===== src/rtl/div_pkg.sv =====
// Shared types and constants for the sequential divider controller.
package div_pkg;
  typedef enum logic [1:0] {IDLE, SETTLE, DONE} state_t;

  localparam int          DEFAULT_SETTLE_CYCLES = 4;
  localparam logic [31:0] DBZ_QUOTIENT          = 32'hFFFFFFFF;
endpackage


===== src/rtl/div_seq_ctrl_if.sv =====
// Bundle between the divider controller and its parent; the parent owns the
// request inputs and routes op_a/op_b to the divider, div_result back in.
interface div_seq_ctrl_if;
  logic        start;
  logic [31:0] dividend;
  logic [31:0] divisor;
  logic [31:0] op_a;
  logic [31:0] op_b;
  logic [63:0] div_result;
  logic        busy;
  logic        done;
  logic [31:0] hi_out;
  logic [31:0] lo_out;
  logic        div_by_zero;

  modport master (
    output start, dividend, divisor, div_result,
    input  op_a, op_b, busy, done, hi_out, lo_out, div_by_zero
  );

  modport slave (
    input  start, dividend, divisor, div_result,
    output op_a, op_b, busy, done, hi_out, lo_out, div_by_zero
  );
endinterface


===== src/rtl/div_seq_ctrl.sv =====
// Holds operands steady on a combinational divider for SETTLE_CYCLES, then
// captures remainder/quotient into HI/LO; divide-by-zero bypasses the divider.
module div_seq_ctrl
  import div_pkg::*;
#(
  parameter int SETTLE_CYCLES = DEFAULT_SETTLE_CYCLES
) (
  input  logic           clk,
  input  logic           rst_n,
  div_seq_ctrl_if.slave  bus
);

  localparam logic [3:0] CNT_LOAD = 4'(SETTLE_CYCLES - 1);

  state_t      state;
  logic [3:0]  cnt;
  logic [31:0] op_a_q;
  logic [31:0] op_b_q;
  logic [31:0] hi_q;
  logic [31:0] lo_q;
  logic        dbz_q;
  logic        busy_q;
  logic        done_q;

  always_ff @(posedge clk or negedge rst_n) begin
    if (!rst_n) begin
      state  <= IDLE;
      cnt    <= 4'd0;
      op_a_q <= 32'd0;
      op_b_q <= 32'd0;
      hi_q   <= 32'd0;
      lo_q   <= 32'd0;
      dbz_q  <= 1'b0;
      busy_q <= 1'b0;
      done_q <= 1'b0;
    end else begin
      case (state)
        IDLE, DONE: begin
          if (bus.start && (bus.divisor != 32'd0)) begin
            op_a_q <= bus.dividend;
            op_b_q <= bus.divisor;
            cnt    <= CNT_LOAD;
            dbz_q  <= 1'b0;
            state  <= SETTLE;
            busy_q <= 1'b1;
            done_q <= 1'b0;
          end else if (bus.start) begin
            // Zero divisor never touches the divider; operands keep their old values.
            hi_q   <= bus.dividend;
            lo_q   <= DBZ_QUOTIENT;
            dbz_q  <= 1'b1;
            state  <= DONE;
            busy_q <= 1'b0;
            done_q <= 1'b1;
          end else begin
            state  <= IDLE;
            busy_q <= 1'b0;
            done_q <= 1'b0;
          end
        end
        SETTLE: begin
          if (cnt != 4'd0) begin
            cnt <= cnt - 4'd1;
          end else begin
            hi_q   <= bus.div_result[63:32];
            lo_q   <= bus.div_result[31:0];
            state  <= DONE;
            busy_q <= 1'b0;
            done_q <= 1'b1;
          end
        end
        default: begin
          state  <= IDLE;
          busy_q <= 1'b0;
          done_q <= 1'b0;
        end
      endcase
    end
  end

  assign bus.op_a        = op_a_q;
  assign bus.op_b        = op_b_q;
  assign bus.hi_out      = hi_q;
  assign bus.lo_out      = lo_q;
  assign bus.div_by_zero = dbz_q;
  assign bus.busy        = busy_q;
  assign bus.done        = done_q;

endmodule


===== src/flat_wrapper.sv =====
// flat-port wrapper written by rule: the top's interface ports become plain ports
module div_seq_ctrl_flat import div_pkg::*;
#(
  parameter int SETTLE_CYCLES = DEFAULT_SETTLE_CYCLES
)
  (clk, rst_n, bus_start, bus_dividend, bus_divisor, bus_div_result, bus_op_a, bus_op_b, bus_busy, bus_done, bus_hi_out, bus_lo_out, bus_div_by_zero);
  div_seq_ctrl_if bus_i ();
  input  logic clk;
  input  logic rst_n;
  input wire logic [$bits(bus_i.start)-1:0] bus_start;
  input wire logic [$bits(bus_i.dividend)-1:0] bus_dividend;
  input wire logic [$bits(bus_i.divisor)-1:0] bus_divisor;
  input wire logic [$bits(bus_i.div_result)-1:0] bus_div_result;
  output wire logic [$bits(bus_i.op_a)-1:0] bus_op_a;
  output wire logic [$bits(bus_i.op_b)-1:0] bus_op_b;
  output wire logic [$bits(bus_i.busy)-1:0] bus_busy;
  output wire logic [$bits(bus_i.done)-1:0] bus_done;
  output wire logic [$bits(bus_i.hi_out)-1:0] bus_hi_out;
  output wire logic [$bits(bus_i.lo_out)-1:0] bus_lo_out;
  output wire logic [$bits(bus_i.div_by_zero)-1:0] bus_div_by_zero;
  assign bus_i.start = bus_start;
  assign bus_i.dividend = bus_dividend;
  assign bus_i.divisor = bus_divisor;
  assign bus_i.div_result = bus_div_result;
  assign bus_op_a = bus_i.op_a;
  assign bus_op_b = bus_i.op_b;
  assign bus_busy = bus_i.busy;
  assign bus_done = bus_i.done;
  assign bus_hi_out = bus_i.hi_out;
  assign bus_lo_out = bus_i.lo_out;
  assign bus_div_by_zero = bus_i.div_by_zero;
  div_seq_ctrl #(.SETTLE_CYCLES(SETTLE_CYCLES)) u_core (.clk(clk), .rst_n(rst_n), .bus(bus_i));
endmodule

===== config.mk =====
export PLATFORM = sky130hd
export DESIGN_NAME = div_seq_ctrl_flat
export DESIGN_NICKNAME = d
export VERILOG_FILES = /design/src/rtl/div_pkg.sv /design/src/rtl/div_seq_ctrl_if.sv /design/src/rtl/div_seq_ctrl.sv /design/src/flat_wrapper.sv
export SDC_FILE = /design/constraint.sdc
export NUM_CORES = 1
export LEC_CHECK = 0
export CAP_MARGIN = 20
export CORE_ASPECT_RATIO = 0.8
export CORE_MARGIN = 2
export CORE_UTILIZATION = 44
export CTS_CLUSTER_SIZE = 28
export DETAILED_ROUTE_END_ITERATION = 8
export PLACE_DENSITY = 0.78
export SYNTH_ARGS = -nofsm -noshare
export SYNTH_HDL_FRONTEND = slang
export SYNTH_SLANG_ARGS = --single-unit
export TNS_END_PERCENT = 10

===== constraint.sdc =====
create_clock -name clk -period 2.1 [get_ports clk]
set_input_delay 0.21 -clock clk [delete_from_list [all_inputs] [get_ports clk]]
set_output_delay 0.21 -clock clk [all_outputs]
set_load 0.05 [all_outputs]

Yosys cells after proc, flatten, opt, wreduce, memory -nomap -nowiden. Cells that the tools add are included.

Reductions and logical operators: 11. Equality and inequality tests: 7. Mux-type cells: 24. Add/sub/neg operators: 1.

Operator list (count): 2-to-1 mux 32 bit (6); case mux 32 bit (2 select lines) (2); nonzero test 32 bit (1); 2-to-1 mux 4 bit (2); case mux 4 bit (2 select lines) (1); 2-to-1 mux 1 bit (7); 2-to-1 mux 2 bit (3); != test 2 bit, second input constant (3); != test 2 x 1 -> 1 bit, second input constant (2); case mux 1 bit (2 select lines) (2); case mux 2 bit (2 select lines) (1); AND reduction 2 bit (2); AND reduction 4 bit (1); nonzero test 2 bit (2); nonzero test 4 bit (1); subtractor 4 x 1 -> 4 bit, second input constant (1); AND reduction 3 bit (1); equality test 2 x 1 -> 1 bit, second input constant (1); equality test 2 bit, second input constant (1); zero test 2 bit (1); OR reduction 2 bit (1); logical AND 1 bit (1).

Register bits after elaboration: 137. Logic and storage cells: 52.

Depth between registers and ports, before layout. Gate-level depths: netlist of the first run.

Depth in word-level cells: 4. Gate-level depth with buffers: 8. Depth with buffers taken out: 6.

Least setup slack after synthesis of the first run. Ideal clock, no wire load.

Path kind: register -> register. Start point: register u_core.cnt[0]. End point: register u_core.lo_q[10], in the netlist u_core.bus.lo_out[10]. Path slack: 0.129 ns. Arrival: 1.884 ns. Clock period less this slack: 1.971 ns. Stages on the path, launching flop included: 9. Cells stage by stage: dfrtp_1 -> inv_1 -> ha_1 -> or3b_2 -> buf_2 -> nand2_1 -> clkbuf_1 -> nor2_1 -> a211oi_2.

Longest elaborated chain between the ends: 3.

RTL lines: start, declared (RTL line div_seq_ctrl.sv:16) `logic [3:0] cnt;`; start signal, assigned (RTL line div_seq_ctrl.sv:63) `cnt <= cnt - 4'd1;`; nonzero test 4 bit (RTL line div_seq_ctrl.sv:62) `if (cnt != 4'd0) begin`; != test 2 bit (no source line); AND reduction 4 bit (no source line); end signal, assigned (RTL line div_seq_ctrl.sv:66) `lo_q <= bus.div_result[31:0];`; end, declared (RTL line div_seq_ctrl.sv:20) `logic [31:0] lo_q;`.

Every way passes these cells. A chain may end at the register's enable or synchronous reset.

Worst setup path in the final report of the first run.
Start point: input port bus_divisor[7]. End point: register u_core.lo_q[2], in the netlist u_core.bus.lo_out[2].

Longest elaborated chain between the ends: 4.

RTL lines: start, declared (RTL line flat_wrapper.sv:12) `input wire logic [$bits(bus_i.divisor)-1:0] bus_divisor;`; nonzero test 32 bit (RTL line div_seq_ctrl.sv:39) `if (bus.start && (bus.divisor != 32'd0)) begin`; logical AND 1 bit (RTL line div_seq_ctrl.sv:39); != test 2 bit (no source line); AND reduction 4 bit (no source line).

Every way passes these cells.

==> results.toml, run 1 <==
[setup_path]
cp.arrival_ns = 2.31
crit_fanout = 34
start_kind = "primary input"
critPathKind = "in -> reg"
critPathCaptureType = "flop"
critPathRequiredTime_ns = 2.42

[layout]
final_net_count = 979
final_area_um2 = 10050
register_area_um2 = 3403
mostFrequentLayoutCell = "clkdlybuf4s50_1"
multiInputGateArea_um2 = 2850
drive_gt1_frac = 0.1750
layout_common_cells = "260 x clkdlybuf4s50_1, 136 x dfrtp_1, 68 x nor2_1"
diodes = 0
stdcell_count = 1041
fillers = 1007
syn_to_final_growth_pct = 55.45

[pwr]
cellLeakagePower_nw = 3.842
peakVddDrop_uv = 1674
p_per_area_nw_per_um2 = 1782

[placement]
numPortBuffers = 261
gp_congestion = 0.8075
place_area_um2 = 9410
hpwl_mm = 14.33
place_ws_ns = -0.4501
placed_cells = 1010

[die]
rows = 39
die_area_um2 = 15680
start_util = 0.4522
core_um2 = 14300
die_h_um = 112.4
boundaryPins = 262
dieWidth_um = 139.5

[timing]
slew_violations = 0
hold_viol = 0
setup_viol = 0
worst-slew-pin-transition_ns = 0.5823
max_freq_ghz = 0.5009
period_needed_ns = 1.997
setup_slack_ns = 0.1035
slew_headroom = 0.6106
fin_crit_sh = 0.9507
timing.hold.ws_ns = 0.3272
rsz0062_at_grt = "false"
fin_skew_ns = 0.01023

[cts]
cts_tree = "yes"
cts-buffers-inserted = 17
cts_root_buffer = "clkbuf_16"
h-tree-depth = 4
clk_latency_ns = 0.42
clockBufferDepth = 2
clk_pin_slew_worst_paths_ns = 0.06
postCtsSetupBuffers = 0
cts_num_sinks = 136

[drt]
routedWlPerCell_um = 19.79
drc = 0
first_pass_iters = 5
drtIter0Drc = 435
antenna_left = 0
routed_via_density = 5.719
vias = 5953
drt-total-wl_mm = 20.60

[synth]
ys_ff_latch = 136
yosysWarnings = 0
avgSynthCellArea_um2 = 10.98
synthCells = 589
synth-seq-area-share = 0.5264
synth_area_leaders = "dfrtp_1 53%, mux2_2 8.4%, o211ai_1 7.4%"
post_synth_num_cell_types = 30
syn-cell-area_um2 = 6465
synth_area_leader_cell = "dfrtp_1"
post-synth-top-area-fraction = 0.5264
syn_nets = 722

[grt]
grt_usage = 0.2659
grt_pass1_vias = 6291
grt_max_degree = 67
grt_antenna_before_repair = 0
grt_overflow_total = 0
grt_pass1_wl_mm = 33.20

[status]
outcome = "finished, final reports clean"

[job]
drv_cap = 0

[hold_path]
hold_class = "in -> async"
==> what timing repair did <==
item                       4_1_cts  5_1_grt
hold endpoints to repair        52        0
setup endpoints to repair       32        3
hold buffers                     1        0
gates resized for setup          2        3
gates cloned                     0        0
==> cell families (layout without fill, tap and decap cells) <==
| logic type | Yosys count | count (layout) | synth area share |
|---|---|---|---|
| compound gates | 166 | 166 | 0.2069 |
| xor+xnor | 2 | 2 | 0.002710 |
| fa+ha+maj | 2 | 2 | 0.003870 |
| buf+inv | 59 | 327 | 0.04142 |
| flops | 136 | 136 | 0.5264 |
| mux | 64 | 64 | 0.1115 |
| simple gates | 160 | 160 | 0.1072 |
==> stage by stage <==
stage | total power, mW | util | TNS (ns)
after global placement | 14.55 | 0.6582 | -40.54
final | 17.90 | 0.7029 | 0
after detailed placement | 14.81 | 0.6582 | -42.33
after global routing | 18.74 | 0.7029 | 0
after floorplan | 11.24 | - | 0
after CTS | 17.99 | 0.7018 | 0
==> critical path, stage by stage <==
cell and delay [ns]:
clkdlybuf4s50_1 0.47, nor4_1 0.33, nand4_1 0.17, buf_4 0.19, or3_2 0.48, buf_12 0.20
a211oi_1 0.24
==> layout make-up <==
| type | count | area share |
|---|---|---|
| Clock buffer | 20 | 0.04445 |
| Clock inverter | 10 | 0.01519 |
| Inverter | 2 | 0.0007470 |
| Multi-Input combinational cell | 394 | 0.2836 |
| Sequential cell | 136 | 0.3386 |
| Tap cell | 184 | 0.02291 |
| Timing Repair Buffer | 295 | 0.2944 |
==> sequential cells by signal, indices dropped and copies added (netlist names) <==
signal and cells:
u_core.bus.hi_out 32, u_core.bus.lo_out 32, u_core.bus.op_a 32, u_core.bus.op_b 32, u_core.cnt 4, u_core.bus.busy 1
u_core.bus.div_by_zero 1, u_core.bus.done 1, u_core.state 1
==> per-layer routing <==
metal / vias up / track usage / share of wire
met5: - / 0 / 0
met4: 0 / 0.08013 / 0.017
met3: 29 / 0.09983 / 0.094
met2: 287 / 0.4278 / 0.48
met1: 2960 / 0.3375 / 0.41
li1: 2677 / - / -
==> synth_stat cells (all sizes together) <==
master    n
nand2b    2
o211ai   64
xor2      2
a21oi     4
a211oi   32
or3       1
nor4      8
inv       2
nand2    39
ha        2
buf      16
nand3     2
o21ai    33
or3b      1
a22oi     1
nor3     33
a22o     32
nand4     2
nor2b     2
dfrtp   136
clkbuf   41
mux2     64
or2       1
nor2     68
nor3b     1
==> path summary, 6_finish.rpt <==
check | start | end | slack, ns | depth (start not counted)
max in group asynchronous | rst_n | u_core.bus.lo_out[9]$_DFFE_PN0P_ | 0.97 | 3
min in group clk | bus_dividend[15] | u_core.bus.hi_out[15]$_DFFE_PN0P_ | 0.40 | 3
min reg2reg | u_core.bus.div_by_zero$_DFFE_PN0P_ | u_core.bus.div_by_zero$_DFFE_PN0P_ | 0.48 | 2
max reg2reg | u_core.cnt[0]$_DFFE_PN0P_ | u_core.cnt[2]$_DFFE_PN0P_ | 0.17 | 7
max | bus_divisor[7] | u_core.bus.lo_out[2]$_DFFE_PN0P_ | 0.10 | 7
min | rst_n | u_core.bus.op_a[10]$_DFFE_PN0P_ | 0.33 | 2
==> where the power goes <==
group / leakage (nW) / switching, mW / internal [mW]
sequential: 1.49 / 0.769 / 3.77
clock: 0.295 / 1.10 / 1.99
combinational: 2.06 / 6.46 / 3.82
Power figures use the tool's default switching activity.
==> run 2, diff against run 1 <==
--- a/config.mk
+++ b/config.mk
@@ -9,7 +9,6 @@
 export CORE_ASPECT_RATIO = 0.8
 export CORE_MARGIN = 2
 export CORE_UTILIZATION = 44
-export CTS_CLUSTER_SIZE = 28
 export DETAILED_ROUTE_END_ITERATION = 8
 export PLACE_DENSITY = 0.78
 export SYNTH_ARGS = -nofsm -noshare
==> results of run 2 <==
No change in the layout: final DEF, timing and power equal those of run 1.
==> run 3, diff against run 2 <==
--- a/config.mk
+++ b/config.mk
@@ -8,9 +8,9 @@
 export CAP_MARGIN = 20
 export CORE_ASPECT_RATIO = 0.8
 export CORE_MARGIN = 2
-export CORE_UTILIZATION = 44
+export CORE_UTILIZATION = 45
 export DETAILED_ROUTE_END_ITERATION = 8
-export PLACE_DENSITY = 0.78
+export PLACE_DENSITY = 0.8
 export SYNTH_ARGS = -nofsm -noshare
 export SYNTH_HDL_FRONTEND = slang
 export SYNTH_SLANG_ARGS = --single-unit
==> constraint.sdc (replaced) <==
create_clock -name clk -period 2.3 [get_ports clk]
set_input_delay 0.23 -clock clk [delete_from_list [all_inputs] [get_ports clk]]
set_output_delay 0.23 -clock clk [all_outputs]
set_load 0.05 [all_outputs]
==> results.toml, run 3 (same netlist as run 1, synthesis figures left out) <==
[timing]
fin_skew_ns = 0.01037
setup_viol = 0
max_freq_ghz = 0.4986
setup_slack_ns = 0.2944
slew_headroom = 0.6003
rsz0062_at_grt = "false"
worst-slew-pin-transition_ns = 0.5976
fin_crit_sh = 0.8720
slew_violations = 0
tns_ns = 0
period_needed_ns = 2.006
timing.hold.ws_ns = 0.3706
hold_viol = 0

[status]
outcome = "finished, final reports clean"

[die]
dieWidth_um = 138.0
die_h_um = 111.2
start_util = 0.4569
boundaryPins = 262
die_area_um2 = 15350
core_um2 = 14150
rows = 39

[pwr]
p_per_area_nw_per_um2 = 1638
clockPowerShare = 0.170
switching_share = 0.4668
total_power_mw = 16.30
comb_power_share = 0.575
cellLeakagePower_nw = 3.792
p_int_mw = 8.692
switchingPower_mw = 7.610
p_seq_frac = 0.255
peakVddDrop_uv = 1736

[layout]
drive_gt1_frac = 0.1643
fillers = 995
layout_common_cells = "260 x clkdlybuf4s50_1, 136 x dfrtp_1, 68 x nor2_1"
final_net_count = 973
diodes = 0
mostFrequentLayoutCell = "clkdlybuf4s50_1"
syn_to_final_growth_pct = 53.96

[drt]
vias = 5856
drt-total-wl_mm = 20.54
first_pass_iters = 5
drtIter0Drc = 233
antenna_left = 0
drc = 0
routed_via_density = 5.653
routedWlPerCell_um = 19.83

[cts]
h-tree-depth = 4
cts-buffers-inserted = 17
clockBufferDepth = 2
cts_root_buffer = "clkbuf_16"
clk_latency_ns = 0.42
clk_pin_slew_worst_paths_ns = 0.06
cts_num_sinks = 136
cts_tree = "yes"

[grt]
grt_usage = 0.2705
grt_max_degree = 61
grt_pass1_wl_mm = 32.94
grt_antenna_before_repair = 0
grt_pass1_vias = 6155
grt_overflow_total = 0

[placement]
gp_congestion = 0.8470
place_ws_ns = -0.1271
hpwl_mm = 14.26
numPortBuffers = 261

[setup_path]
critPathKind = "in -> reg"
critPathCaptureType = "flop"
critPathRequiredTime_ns = 2.60
rrSetupSlack_ns = 0.41
cp.arrival_ns = 2.31
start_kind = "primary input"
crit_fanout = 47

[job]
drv_cap = 0

[hold_path]
hold_class = "in -> async"
-- run 3: changes by cell type in the layout (fill, tap and decap cells not counted), sizes merged --
cell	change
buf	-6
bufinv	-1
clkbuf	+3
clkinv	-2
clkinvlp	+1
-- run 3: layer usage --
layer / GRT usage / routed length [um] / vias to the layer above
met3: 0.1106 / 2001 / 22
li1: - / - / 2667
met2: 0.4439 / 10050 / 261
met1: 0.3326 / 8250 / 2906
met4: 0.07143 / 238 / 0
met5: 0 / 0 / -
-- run 3: power by group through the flow --
stage               Sequential (mW)  Clock [mW]  Combinational, mW
floorplan                      7.48           0               2.79
global placement               4.09           0               9.20
detailed placement             4.17           0               9.36
CTS                            4.15        2.80               9.42
global route                   4.29        2.94               9.82
finish                         4.16        2.77               9.37
-- run 3: metrics by stage --
step,cells,cell area (um2),util
final,1036,9953,0.7034
after global routing,1036,9953,0.7034
after CTS,1036,9953,0.7034
after detailed placement,1004,9345,0.6604
after global placement,1004,9345,0.6604
after floorplan,589,6465,-
-- run 3: timing repair --
| action | in CTS | in global routing |
|---|---|---|
| endpoints found under the hold margin | 57 | 0 |
| hold buffers | 1 | 0 |
| setup buffers | 0 | 0 |
| endpoints found under the setup margin | 0 | 0 |
| gates resized for setup | 0 | 0 |
-- run 3: worst paths after layout --
path                                                     from                                 end  cells after the start
min                                                     rst_n     u_core.bus.op_a[11]$_DFFE_PN0P_                      2
min in group clk                             bus_dividend[15]   u_core.bus.hi_out[15]$_DFFE_PN0P_                      3
max                                           bus_divisor[18]      u_core.bus.op_b[4]$_DFFE_PN0P_                      7
max reg2reg                         u_core.cnt[0]$_DFFE_PN0P_    u_core.bus.lo_out[2]$_DFFE_PN0P_                      7
min reg2reg                u_core.bus.div_by_zero$_DFFE_PN0P_  u_core.bus.div_by_zero$_DFFE_PN0P_                      2
max in group asynchronous                               rst_n     u_core.bus.op_b[16]$_DFFE_PN0P_                      3
-- run 3: cell type report --
type | count | area, um2 | share of cell area
repair buffers | 289 | 2889 | 0.2903
well taps | 184 | 230.2 | 0.02313
clock buffers | 23 | 478.0 | 0.04802
flip-flops and latches | 136 | 3403 | 0.3419
multi-input cells | 394 | 2825 | 0.2838
inverters | 2 | 7.507 | 0.0007542
clock inverters | 8 | 120.1 | 0.01207
-- run 3: critical path, cell delays in order --
cell and delay [ns]:
clkdlybuf4s50_1 0.44, nor4_1 0.39, nand4_1 0.21, buf_4 0.19, o21ai_4 0.17, buf_12 0.26
mux2_2 0.38
